## config.mk

```make
export PLATFORM = sky130hd
export DESIGN_NAME = load_store_unit_flat
export DESIGN_NICKNAME = d
export VERILOG_FILES = /design/src/rtl/load_store_unit_if.sv /design/src/rtl/load_store_unit.sv /design/src/flat_wrapper.sv
export SDC_FILE = /design/constraint.sdc
export NUM_CORES = 1
export LEC_CHECK = 0
export BUFFER_PORTS_ARGS = -buffer_cell sky130_fd_sc_hd__buf_2
export CAP_MARGIN = 30
export CORE_UTILIZATION = 50
export CTS_BUF_LIST = sky130_fd_sc_hd__clkbuf_16
export DETAILED_ROUTE_END_ITERATION = 10
export PLACE_DENSITY = 0.81
export SETUP_SLACK_MARGIN = 0.2
export SYNTH_ARGS = -nofsm -noshare
export SYNTH_HDL_FRONTEND = slang
export SYNTH_SLANG_ARGS = --single-unit
```

## constraint.sdc

```tcl
create_clock -name clkin -period 2.3 [get_ports clkin]
set_input_delay 0.23 -clock clkin [delete_from_list [all_inputs] [get_ports clkin]]
set_output_delay 0.23 -clock clkin [all_outputs]
set_load 0.05 [all_outputs]
```

## src/rtl/load_store_unit_if.sv

```systemverilog
// load_store_unit_if: core request/response and dmemory port signals of the load/store unit
interface load_store_unit_if;
    logic        req_in;
    logic        we_in;
    logic [2:0]  funct3_in;
    logic [31:0] addr_in;
    logic [31:0] wdata_in;
    logic        busy_out;
    logic        done_out;
    logic        err_out;
    logic [31:0] rdata_out;
    logic        mem_wr_en_out;
    logic [31:0] mem_wr_addr_out;
    logic [31:0] mem_wr_data_out;
    logic [31:0] mem_rd_addr_out;
    logic [31:0] mem_rd_data_in;

    modport slave (
        input  req_in, we_in, funct3_in, addr_in, wdata_in, mem_rd_data_in,
        output busy_out, done_out, err_out, rdata_out,
        output mem_wr_en_out, mem_wr_addr_out, mem_wr_data_out, mem_rd_addr_out
    );

    modport master (
        output req_in, we_in, funct3_in, addr_in, wdata_in, mem_rd_data_in,
        input  busy_out, done_out, err_out, rdata_out,
        input  mem_wr_en_out, mem_wr_addr_out, mem_wr_data_out, mem_rd_addr_out
    );
endinterface

```

## src/rtl/load_store_unit.sv

```systemverilog
// load_store_unit: RV32I loads/stores onto a word-wide memory without byte strobes (sub-word stores use read-modify-write)
module load_store_unit (
    input logic             clkin,
    input logic             nrst_in,
    load_store_unit_if.slave bus
);
    typedef enum logic [2:0] {IDLE, LOAD, RMW_RD, WRITE, DONE} state_t;
    state_t      state;
    logic        we_q;
    logic [2:0]  f3_q;
    logic [31:0] addr_q;
    logic [31:0] wdata_q;
    logic [31:0] wr_data_q;
    logic [31:0] rdata_q;
    logic        err_q;
    logic        store_hi;
    logic        ok;
    logic [4:0]  sh;
    logic [7:0]  lb;
    logic [15:0] lh;
    logic [31:0] ld_val;
    logic [31:0] mask;
    logic [31:0] merged;

    always_comb begin
        store_hi = bus.we_in & bus.funct3_in[2];
        ok = ~store_hi & ((bus.funct3_in[1:0] == 2'b00) |
                          (bus.funct3_in[1:0] == 2'b01 & ~bus.addr_in[0]) |
                          (bus.funct3_in == 3'b010 & bus.addr_in[1:0] == 2'b00));
        sh = {addr_q[1:0], 3'b000};
        lb = 8'(bus.mem_rd_data_in >> sh);
        lh = 16'(bus.mem_rd_data_in >> sh);
        ld_val = f3_q[1:0] == 2'b00 ? {{24{~f3_q[2] & lb[7]}}, lb} :
                 f3_q[1:0] == 2'b01 ? {{16{~f3_q[2] & lh[15]}}, lh} : bus.mem_rd_data_in;
        mask = (f3_q[0] ? 32'h0000_ffff : 32'h0000_00ff) << sh;
        merged = (bus.mem_rd_data_in & ~mask) | ((wdata_q << sh) & mask);
    end

    always_ff @(posedge clkin or negedge nrst_in) begin
        if (!nrst_in) begin
            state     <= IDLE;
            we_q      <= 1'b0;
            f3_q      <= 3'b000;
            addr_q    <= 32'h0;
            wdata_q   <= 32'h0;
            wr_data_q <= 32'h0;
            rdata_q   <= 32'h0;
            err_q     <= 1'b0;
        end else begin
            case (state)
                IDLE: if (bus.req_in) begin
                    we_q    <= bus.we_in;
                    f3_q    <= bus.funct3_in;
                    addr_q  <= bus.addr_in;
                    wdata_q <= bus.wdata_in;
                    err_q   <= ~ok;
                    if (bus.we_in) wr_data_q <= bus.wdata_in;
                    state <= !ok ? DONE : !bus.we_in ? LOAD :
                             bus.funct3_in[1:0] == 2'b10 ? WRITE : RMW_RD;
                end
                LOAD: begin
                    rdata_q <= ld_val;
                    state   <= DONE;
                end
                RMW_RD: begin
                    wr_data_q <= merged;
                    state     <= WRITE;
                end
                WRITE:   state <= DONE;
                default: state <= IDLE;
            endcase
        end
    end

    assign bus.busy_out        = state != IDLE;
    assign bus.done_out        = state == DONE;
    assign bus.mem_wr_en_out   = state == WRITE;
    assign bus.err_out         = err_q;
    assign bus.rdata_out       = rdata_q;
    assign bus.mem_wr_data_out = wr_data_q;
    assign bus.mem_wr_addr_out = {2'b00, addr_q[31:2]};
    assign bus.mem_rd_addr_out = {2'b00, addr_q[31:2]};
endmodule

```

## src/flat_wrapper.sv

```systemverilog
// flat-port wrapper written by rule: the top's interface ports become plain ports
module load_store_unit_flat 
  (clkin, nrst_in, bus_req_in, bus_we_in, bus_funct3_in, bus_addr_in, bus_wdata_in, bus_mem_rd_data_in, bus_busy_out, bus_done_out, bus_err_out, bus_rdata_out, bus_mem_wr_en_out, bus_mem_wr_addr_out, bus_mem_wr_data_out, bus_mem_rd_addr_out);
  load_store_unit_if bus_i ();
  input logic clkin;
  input logic nrst_in;
  input wire logic [$bits(bus_i.req_in)-1:0] bus_req_in;
  input wire logic [$bits(bus_i.we_in)-1:0] bus_we_in;
  input wire logic [$bits(bus_i.funct3_in)-1:0] bus_funct3_in;
  input wire logic [$bits(bus_i.addr_in)-1:0] bus_addr_in;
  input wire logic [$bits(bus_i.wdata_in)-1:0] bus_wdata_in;
  input wire logic [$bits(bus_i.mem_rd_data_in)-1:0] bus_mem_rd_data_in;
  output wire logic [$bits(bus_i.busy_out)-1:0] bus_busy_out;
  output wire logic [$bits(bus_i.done_out)-1:0] bus_done_out;
  output wire logic [$bits(bus_i.err_out)-1:0] bus_err_out;
  output wire logic [$bits(bus_i.rdata_out)-1:0] bus_rdata_out;
  output wire logic [$bits(bus_i.mem_wr_en_out)-1:0] bus_mem_wr_en_out;
  output wire logic [$bits(bus_i.mem_wr_addr_out)-1:0] bus_mem_wr_addr_out;
  output wire logic [$bits(bus_i.mem_wr_data_out)-1:0] bus_mem_wr_data_out;
  output wire logic [$bits(bus_i.mem_rd_addr_out)-1:0] bus_mem_rd_addr_out;
  assign bus_i.req_in = bus_req_in;
  assign bus_i.we_in = bus_we_in;
  assign bus_i.funct3_in = bus_funct3_in;
  assign bus_i.addr_in = bus_addr_in;
  assign bus_i.wdata_in = bus_wdata_in;
  assign bus_i.mem_rd_data_in = bus_mem_rd_data_in;
  assign bus_busy_out = bus_i.busy_out;
  assign bus_done_out = bus_i.done_out;
  assign bus_err_out = bus_i.err_out;
  assign bus_rdata_out = bus_i.rdata_out;
  assign bus_mem_wr_en_out = bus_i.mem_wr_en_out;
  assign bus_mem_wr_addr_out = bus_i.mem_wr_addr_out;
  assign bus_mem_wr_data_out = bus_i.mem_wr_data_out;
  assign bus_mem_rd_addr_out = bus_i.mem_rd_addr_out;
  load_store_unit u_core (.clkin(clkin), .nrst_in(nrst_in), .bus(bus_i));
endmodule
```

Word level (Yosys, flattened, before mapping)
Index checks and enable logic that the tools add are counted.

Logic and storage cells: 56. Bits of input ports: 103. Register bits after elaboration: 135. Output and inout port bits: 132.

Reductions and logical operators: 9. Equal/unequal tests: 10. Multiplexer cells: 11. Bitwise gates (word level): 16. Shifts and indexed selects: 3.

Operators with widths (number): 32-bit 2-to-1 mux (4); 32-bit AND (2); 32-bit case mux with 2 select lines (1); 32-bit by 5-bit << shifter with 32-bit output (2); 32-bit NOT (1); 32-bit bitwise OR (1); 32-bit by 5-bit >> shifter with 16-bit output (1); 16-bit 2-to-1 mux (1); 3-bit by 2-bit equality test with 1-bit output (second input constant) (3); 3-bit 2-to-1 mux (3); 3-bit case mux with 3 select lines (1); 1-bit AND (6); 2-bit zero test (3); 2-bit by 1-bit equality test with 1-bit output (second input constant) (2); 2-bit != test (second input constant) (2); 1-bit NOT (4); 3-bit by 1-bit equality test with 1-bit output (second input constant) (1); 3-bit equality test (second input constant) (1); 3-bit zero test (1); 3-bit AND reduction (1); 3-bit nonzero test (1); 2-bit equality test (second input constant) (1); 1-bit bitwise OR (2); 2-bit AND reduction (1); 3 further kinds (3).

Longest topological paths before layout
Gate-level depths: netlist of run 1.

Depth in word-level cells: 8. Mapped depth: 7. Mapped depth without buffers: 4.

Worst setup path before layout of run 1
OpenSTA, ideal clock, no wires.

Kind: register to output. Start point: register u_core.state[0]. End point: output port bus_mem_wr_en_out. Cell stages (with the launch flop): 4. Data arrival time: 1.730 ns. Setup slack: 0.340 ns. Required time: 2.070 ns. Buffers on the path: 1. Path through: dfrtp_1 -> buf_2 -> inv_1 -> nor3b_1.

Cells in the longest elaborated chain, start to end: 1.

Ends and longest elaborated chain: start: declaration (line load_store_unit.sv:8) `state_t state;`; start signal: assignment (line load_store_unit.sv:58) `state <= !ok ? DONE : !bus.we_in ? LOAD :`; 3-bit by 2-bit equality test with 1-bit output (line load_store_unit.sv:77) `assign bus.mem_wr_en_out = state == WRITE;`; end: declaration (line flat_wrapper.sv:17) `output wire logic [$bits(bus_i.mem_wr_en_out)-1:0] bus_mem_wr_en_out;`.

Every way passes these cells.

Final worst setup path of run 1
Start point: register u_core.addr_q[1]. End point: register u_core.rdata_q[27] (netlist: u_core.bus.rdata_out[27]).

Cells in the longest elaborated chain, start to end: 4. Elaborated cells between the ends (all ways): 5. Those cells by class: shift: 1; mux: 2; bitwise: 2.

Ends and longest elaborated chain: start: declaration (line load_store_unit.sv:11) `logic [31:0] addr_q;`; start signal: assignment (line load_store_unit.sv:54) `addr_q <= bus.addr_in;`; 32-bit by 5-bit >> shifter with 16-bit output * (line load_store_unit.sv:31) `lb = 8'(bus.mem_rd_data_in >> sh);`; 1-bit AND (line load_store_unit.sv:34) `f3_q[1:0] == 2'b01 ? {{16{~f3_q[2] & lh[15]}}, lh} : bus.mem_rd_data_in;`; 32-bit 2-to-1 mux (line load_store_unit.sv:34); 32-bit 2-to-1 mux * (line load_store_unit.sv:33) `ld_val = f3_q[1:0] == 2'b00 ? {{24{~f3_q[2] & lb[7]}}, lb} :`; end signal: assignment (line load_store_unit.sv:62) `rdata_q <= ld_val;`; end: declaration (line load_store_unit.sv:14) `logic [31:0] rdata_q;`.

Mark *: on every way between the ends. The rest lies on a longest branch, timed or not. A chain may end at the register's enable or synchronous reset.

==> flow_summary.json, run 1 <==
{
  "status": "finished, final reports clean",
  "ctsLongestPathBuffers": 2,
  "layout.nets": 1002,
  "layoutNonFillerInstCount": 1082,
  "clkSinkCount": 119,
  "groute.usage.overall": 0.285,
  "first_pass_iters": 6,
  "dp.cells": 1050,
  "crit_chain": "and3b_1 > o21a_1 > o311ai_4 > buf_4 > nand3_1",
  "use_met3": 0.0717,
  "yosysSeqAreaShare": 0.464,
  "use_met2": 0.431,
  "io_buffer_count": 230,
  "num_antenna_cells": 0,
  "grt_max_degree": 58,
  "critPathLaunchType": "flop",
  "post-route-drc-count": 0,
  "synthCells": 738,
  "rsz0062_at_grt": "no",
  "antenna_found_initial": 0,
  "maxCapViolations": 0,
  "vias": 5989,
  "worstPathMaxFanout": 16,
  "synth_edf_count": 0,
  "fill_cells": 1096,
  "hpwl_um": 13500,
  "cts_htree_levels": 4,
  "slowest_stage": "dfrtp_1",
  "worstMarginPinSlew_ps": 743,
  "root_buffer": "clkbuf_16",
  "slowest_delay_ps": 630,
  "crit_type": "flop to flop",
  "clkLatencyLatePin_ps": 400,
  "async_flop_share": 1.00,
  "synth-main-ff-cell": "dfrtp_1",
  "finalClockSkew_ps": 4.89,
  "ios": 235,
  "first_global_vias": 5457,
  "cts_buffers": 17,
  "finalCritPeriodShare": 0.846,
  "slew_viol_final": 0,
  "grt.overflow.total": 0,
  "syn_area_um2": 6410,
  "die_x_um": 115,
  "avgViaCountPerCell": 5.54,
  "die_h_um": 115,
  "cts_tree": "built",
  "relSlewSlack": 0.498,
  "setup_viol_count_final": 0,
  "core_um2": 12600,
  "area_growth_pct": 23.0,
  "ys_ff_latch": 119,
  "yosys_warnings": 0,
  "whs_ps": 14.9,
  "grtUsageMet1": 0.404,
  "critical_path_required_ps": 2560,
  "clkTransAtPathRegs_ps": 60,
  "ant_nets": 0,
  "crit_path_end_kind": "flop",
  "ys_types": 47,
  "wl_per_cell_um": 17.3,
  "busiest_layer": "met2",
  "die-area_um2": 13300,
  "fin_crit_ps": 1950,
  "start_util": 0.510,
  "routed_wl_um": 18700,
  "syn_area_per_cell_um2": 8.69,
  "finalSetupTns_ps": 0,
  "grt_pass1_wl_um": 28900,
  "max_freq_ghz": 0.514,
  "final_layout_size_suffix_gt1_frac": 0.326,
  "arrival_ps": 2210,
  "holdCritPathClass": "primary input to flop",
  "rows": 41,
  "gp_congestion": 0.948,
  "final-hold-violation-count": 0,
  "drtIter0Drc": 729
}
[metal layers]
layer | vias up | part of all wire
met2 | 330 | 0.46
met1 | 2808 | 0.43
met5 | - | 0
met3 | 41 | 0.092
li1 | 2810 | -
met4 | 0 | 0.025
[placed cells by master, fill, tap and decap left out, types with 3 or more instances in the layout]
master     netlist  final
nor3_1          12     11
o21ai_0         24     24
mux2i_1         20     20
bufinv_16        0      4
a2bb2oi_1        7      7
clkinv_1         0      4
o221a_2          5      5
nand2b_1         6      6
a211oi_1         8      8
conb_1           1      4
a221oi_1         7      7
nand3_1         33     33
nor3b_1          4      3
nor2_1          38     38
a21oi_1         44     44
or3_1            9      9
buf_4           66     24
a22oi_1          7      7
nand2_1        182    182
inv_1            7      8
clkbuf_16        0     17
nor2b_1          6      5
a211o_1          7      7
a31oi_1         10     10
a21o_1          10     10
o22ai_1         32     32
dfrtp_1        119    119
buf_2           22    229
[cell families (layout without fill, tap and decap cells)]
family | count (synthesis) | count (layout) | synth area share
muxes | 21 | 21 | 0.0330
and+or+nand+nor | 302 | 302 | 0.207
other | 1 | 4 | 0.000585
buffers and inverters | 125 | 294 | 0.120
DFF | 119 | 119 | 0.464
AOI/OAI and AO/OA | 170 | 170 | 0.176
[registers in the layout, indices dropped and copies added, names as in the netlist]
signal and count:
u_core.addr_q 32, u_core.bus.err_out 1, u_core.bus.mem_wr_data_out 32, u_core.bus.rdata_out 32, u_core.f3_q 3, u_core.state 3, u_core.wdata_q 16
[critical path, delay by kind of cell (launching register included)]
kind	cells	cell delay [ps]
AOI/OAI and AO/OA	2	460
buffers and inverters	1	250
DFF	1	630
and+or+nand+nor	2	470
[synth_stat cells, types with 2 or more instances]
master	number	share of area
nor3_1	12	0.0094
o21ai_0	24	0.019
o221a_2	5	0.0088
a211oi_1	8	0.0094
o311ai_0	2	0.0027
clkbuf_1	27	0.016
a22oi_1	7	0.0082
nand3_1	33	0.026
nor3b_1	4	0.0047
a221oi_1	7	0.0096
o22ai_1	32	0.031
or3_1	9	0.0088
mux2i_1	20	0.031
a2bb2oi_1	7	0.0096
a21o_1	10	0.012
nor2_1	38	0.022
nor2b_1	6	0.0059
a21oi_1	44	0.034
buf_2	22	0.017
inv_1	7	0.0041
a211o_1	7	0.0096
buf_6	3	0.0053
buf_4	66	0.077
dfrtp_1	119	0.46
a31oi_1	10	0.0098
nand2_1	182	0.11
and2b_1	2	0.0023
nand2b_1	6	0.0059
[worst paths after layout]
path | start | slack, ps | endpoint | depth (start not counted)
worst min register to register | u_core.bus.rdata_out[3] | 470 | u_core.bus.rdata_out[3] | 2
worst max-delay path | u_core.addr_q[1] | 350 | u_core.bus.rdata_out[27] | 5
worst max register to register | u_core.addr_q[1] | 350 | u_core.bus.rdata_out[27] | 5
worst min-delay path | bus_addr_in[30] | 10 | u_core.addr_q[30] | 3
max in group asynchronous | nrst_in | 1370 | u_core.addr_q[24] | 3
min in group asynchronous | nrst_in | 290 | u_core.bus.rdata_out[29] | 2
[repair_timing]
| item | CTS | global route |
|---|---|---|
| hold endpoints to repair | 26 | 0 |
| resized for setup | 0 | 1 |
| hold buffers | 2 | 0 |
| endpoints found under the setup margin | 0 | 6 |
| setup buffers | 0 | 0 |
[through the flow]
stage          instance area, µm²   util  setup WS (ps)
2_1_floorplan                6420      -            340
3_3_place_gp                 7280  0.579            425
3_5_place_dp                 7280  0.579            327
4_1_cts                      7890  0.627            316
5_1_grt                      7890  0.628            251
6_report                     7890  0.628            353
[layout make-up]
cell class | instances | area [µm²] | area share
Multi-Input combinational cell | 497 | 2690 | 0.341
Tap cell | 172 | 215 | 0.0273
Clock inverter | 13 | 164 | 0.0208
Clock buffer | 17 | 425 | 0.0539
Inverter | 7 | 26.3 | 0.00333
Timing Repair Buffer | 257 | 1390 | 0.176
Sequential cell | 119 | 2980 | 0.377
Power of run 1 is left out: the tool's default activity adds up to more than one toggle a clock period on the data nets, which glitch-free logic cannot reach.
==> run 2, diff against run 1 <==
==> constraint.sdc (replaced) <==
create_clock -name clkin -period 1.83 [get_ports clkin]
set_input_delay 0.183 -clock clkin [delete_from_list [all_inputs] [get_ports clkin]]
set_output_delay 0.183 -clock clkin [all_outputs]
set_load 0.05 [all_outputs]
==> run 2 against run 1 <==
Net effect:
- sequential cell count did not move
- routed wire length rose by 9.6%
- first-iteration DRC count fell by 17%
- global-route usage rose by 2.2 points
- setup slack got worse by 240 ps
- highest routed layer unchanged
- critical path depth rose by 2
- non-clock buffer count rose by 73
- cell count rose by 6.9%
- largest cell class unchanged
- via count rose by 7.2%
==> flow_summary.json, run 2 (synthesized netlist as in run 1, its figures left out) <==
{
  "status": "finished, final reports clean",
  "start_util": 0.510,
  "hpwl_um": 13800,
  "groute.usage.overall": 0.307,
  "first_global_vias": 5868,
  "slew_viol_final": 0,
  "crit_buf_inv": 3,
  "p_per_area_nw_per_um2": 2280,
  "power_frac_comb": 0.605,
  "slowest_delay_ps": 400,
  "final_common_cell": "buf_2",
  "clkPwrFrac": 0.146,
  "worstPathMaxFanout": 6,
  "rsz0062_at_grt": "yes",
  "io_buffer_count": 230,
  "p_sw_uw": 10900,
  "finish.instance_area_um2": 8850,
  "arrival_ps": 2060,
  "ant_nets": 0,
  "finalCritPeriodShare": 0.938,
  "cp_common_cell": "buf_6",
  "switching_share": 0.540,
  "final_cell_mix": "buf_2, nand2_1, dfrtp_1",
  "cts_tree": "built",
  "grt_pass1_wl_um": 30600,
  "finalSetupTns_ps": 0,
  "die_x_um": 115,
  "crit_chain": "buf_6 > buf_4 > nor3b_4 > buf_6 > o311ai_0 > a21o_1 > a21oi_1",
  "post-route-drc-count": 0,
  "final_layout_size_suffix_gt1_frac": 0.369,
  "final-hold-violation-count": 0,
  "finalClockSkew_ps": 6.64,
  "fin_crit_ps": 1720,
  "holdCritPathClass": "primary input to flop",
  "gp_congestion": 0.926,
  "layout.nets": 1075,
  "critPathLaunchType": "flop",
  "drtIter0Drc": 608,
  "busiest_layer": "met2",
  "grt.overflow.total": 0,
  "cts_buffers": 17,
  "maxCapViolations": 0,
  "worstMarginPinSlew_ps": 543,
  "first_pass_iters": 6,
  "ctsLongestPathBuffers": 2,
  "grtUsageMet1": 0.417,
  "relSlewSlack": 0.634,
  "max_freq_ghz": 0.582,
  "use_met2": 0.473,
  "path_delay_family": "compound AO/OA/AOI/OAI gates",
  "cts_htree_levels": 4,
  "num_antenna_cells": 0,
  "dpl_cell_area_um2": 7450,
  "p_seq_frac": 0.248,
  "grt_max_degree": 39,
  "clkTransAtPathRegs_ps": 50,
  "crit_type": "flop to flop",
  "critical_path_required_ps": 2170,
  "clkSinkCount": 119,
  "use_met3": 0.0727,
  "avgViaCountPerCell": 5.55,
  "p_leak_uw": 0.00446,
  "clkLatencyLatePin_ps": 420,
  "peakVddDrop_v": 0.00119,
  "root_buffer": "clkbuf_16",
  "wl_per_cell_um": 17.7,
  "ios": 235,
  "die_h_um": 115,
  "antenna_found_initial": 0,
  "vias": 6418,
  "internal_power_uw": 9290,
  "slowest_stage": "dfrtp_1",
  "setup_viol_count_final": 0,
  "core_um2": 12600,
  "die-area_um2": 13300,
  "area_growth_pct": 38.0,
  "routed_wl_um": 20500,
  "rows": 41,
  "crit_path_end_kind": "flop"
}
## run 2: through the flow
step	hold WS (ps)	worst slack (ps)	power, µW	utilization	cells
after floorplan	-113	199	14100	-	741
after global placement	119	151	16000	0.593	1063
after detailed placement	121	124	16200	0.593	1063
after CTS	9.28	165	19600	0.684	1148
after global routing	25.5	80.0	21200	0.704	1157
final	27.3	113	20200	0.704	1157
## run 2: worst paths after layout
path	slack (ps)	to	from	cells after the start
worst min register to register	470	u_core.bus.mem_wr_data_out[2]	u_core.bus.mem_wr_data_out[2]	1
worst max register to register	110	u_core.bus.mem_wr_data_out[13]	u_core.state[0]	7
max in group asynchronous	1000	u_core.state[1]	nrst_in	3
worst min-delay path	30	u_core.wdata_q[7]	bus_wdata_in[7]	3
min in group asynchronous	230	u_core.bus.rdata_out[28]	nrst_in	2
worst max-delay path	110	u_core.bus.mem_wr_data_out[13]	u_core.state[0]	7
## run 2: routing by layer
| metal | up-vias | share of wire |
|---|---|---|
| li1 | 2964 | - |
| met1 | 3089 | 0.41 |
| met2 | 319 | 0.48 |
| met3 | 46 | 0.082 |
| met4 | 0 | 0.024 |
| met5 | - | 0 |
## run 2: power groups by stage
stage / clock, µW / combinational, µW / sequential, µW
floorplan: 0 / 7080 / 7070
global placement: 0 / 11100 / 4930
detailed placement: 0 / 11200 / 4960
CTS: 3000 / 11600 / 4950
global route: 3110 / 12900 / 5170
finish: 2960 / 12200 / 5020
## run 2: layout make-up
cell class,count,area [µm²]
clock inverter,15,97.6
fill,957,3710
inverter,7,26.3
tap,172,215
timing repair buffer,330,2210
sequential,119,2980
multi-input combinational,497,2900
clock buffer,17,425
## run 2: repair_timing
action,in CTS,in global routing
gates cloned,1,3
gates resized for setup,32,39
hold buffers,46,0
endpoints found under the setup margin,87,63
pin swaps,2,6
hold endpoints to repair,67,0
buffers inserted,6,6
## run 2: worst register-to-register path, delay by kind of cell, from the launching register on
kind                   cells  cell delay [ps]
buffers and inverters      3              460
and+or+nand+nor            1              260
AOI/OAI and AO/OA          3              520
DFF                        1              400
(Power assumes the default switching activity.)
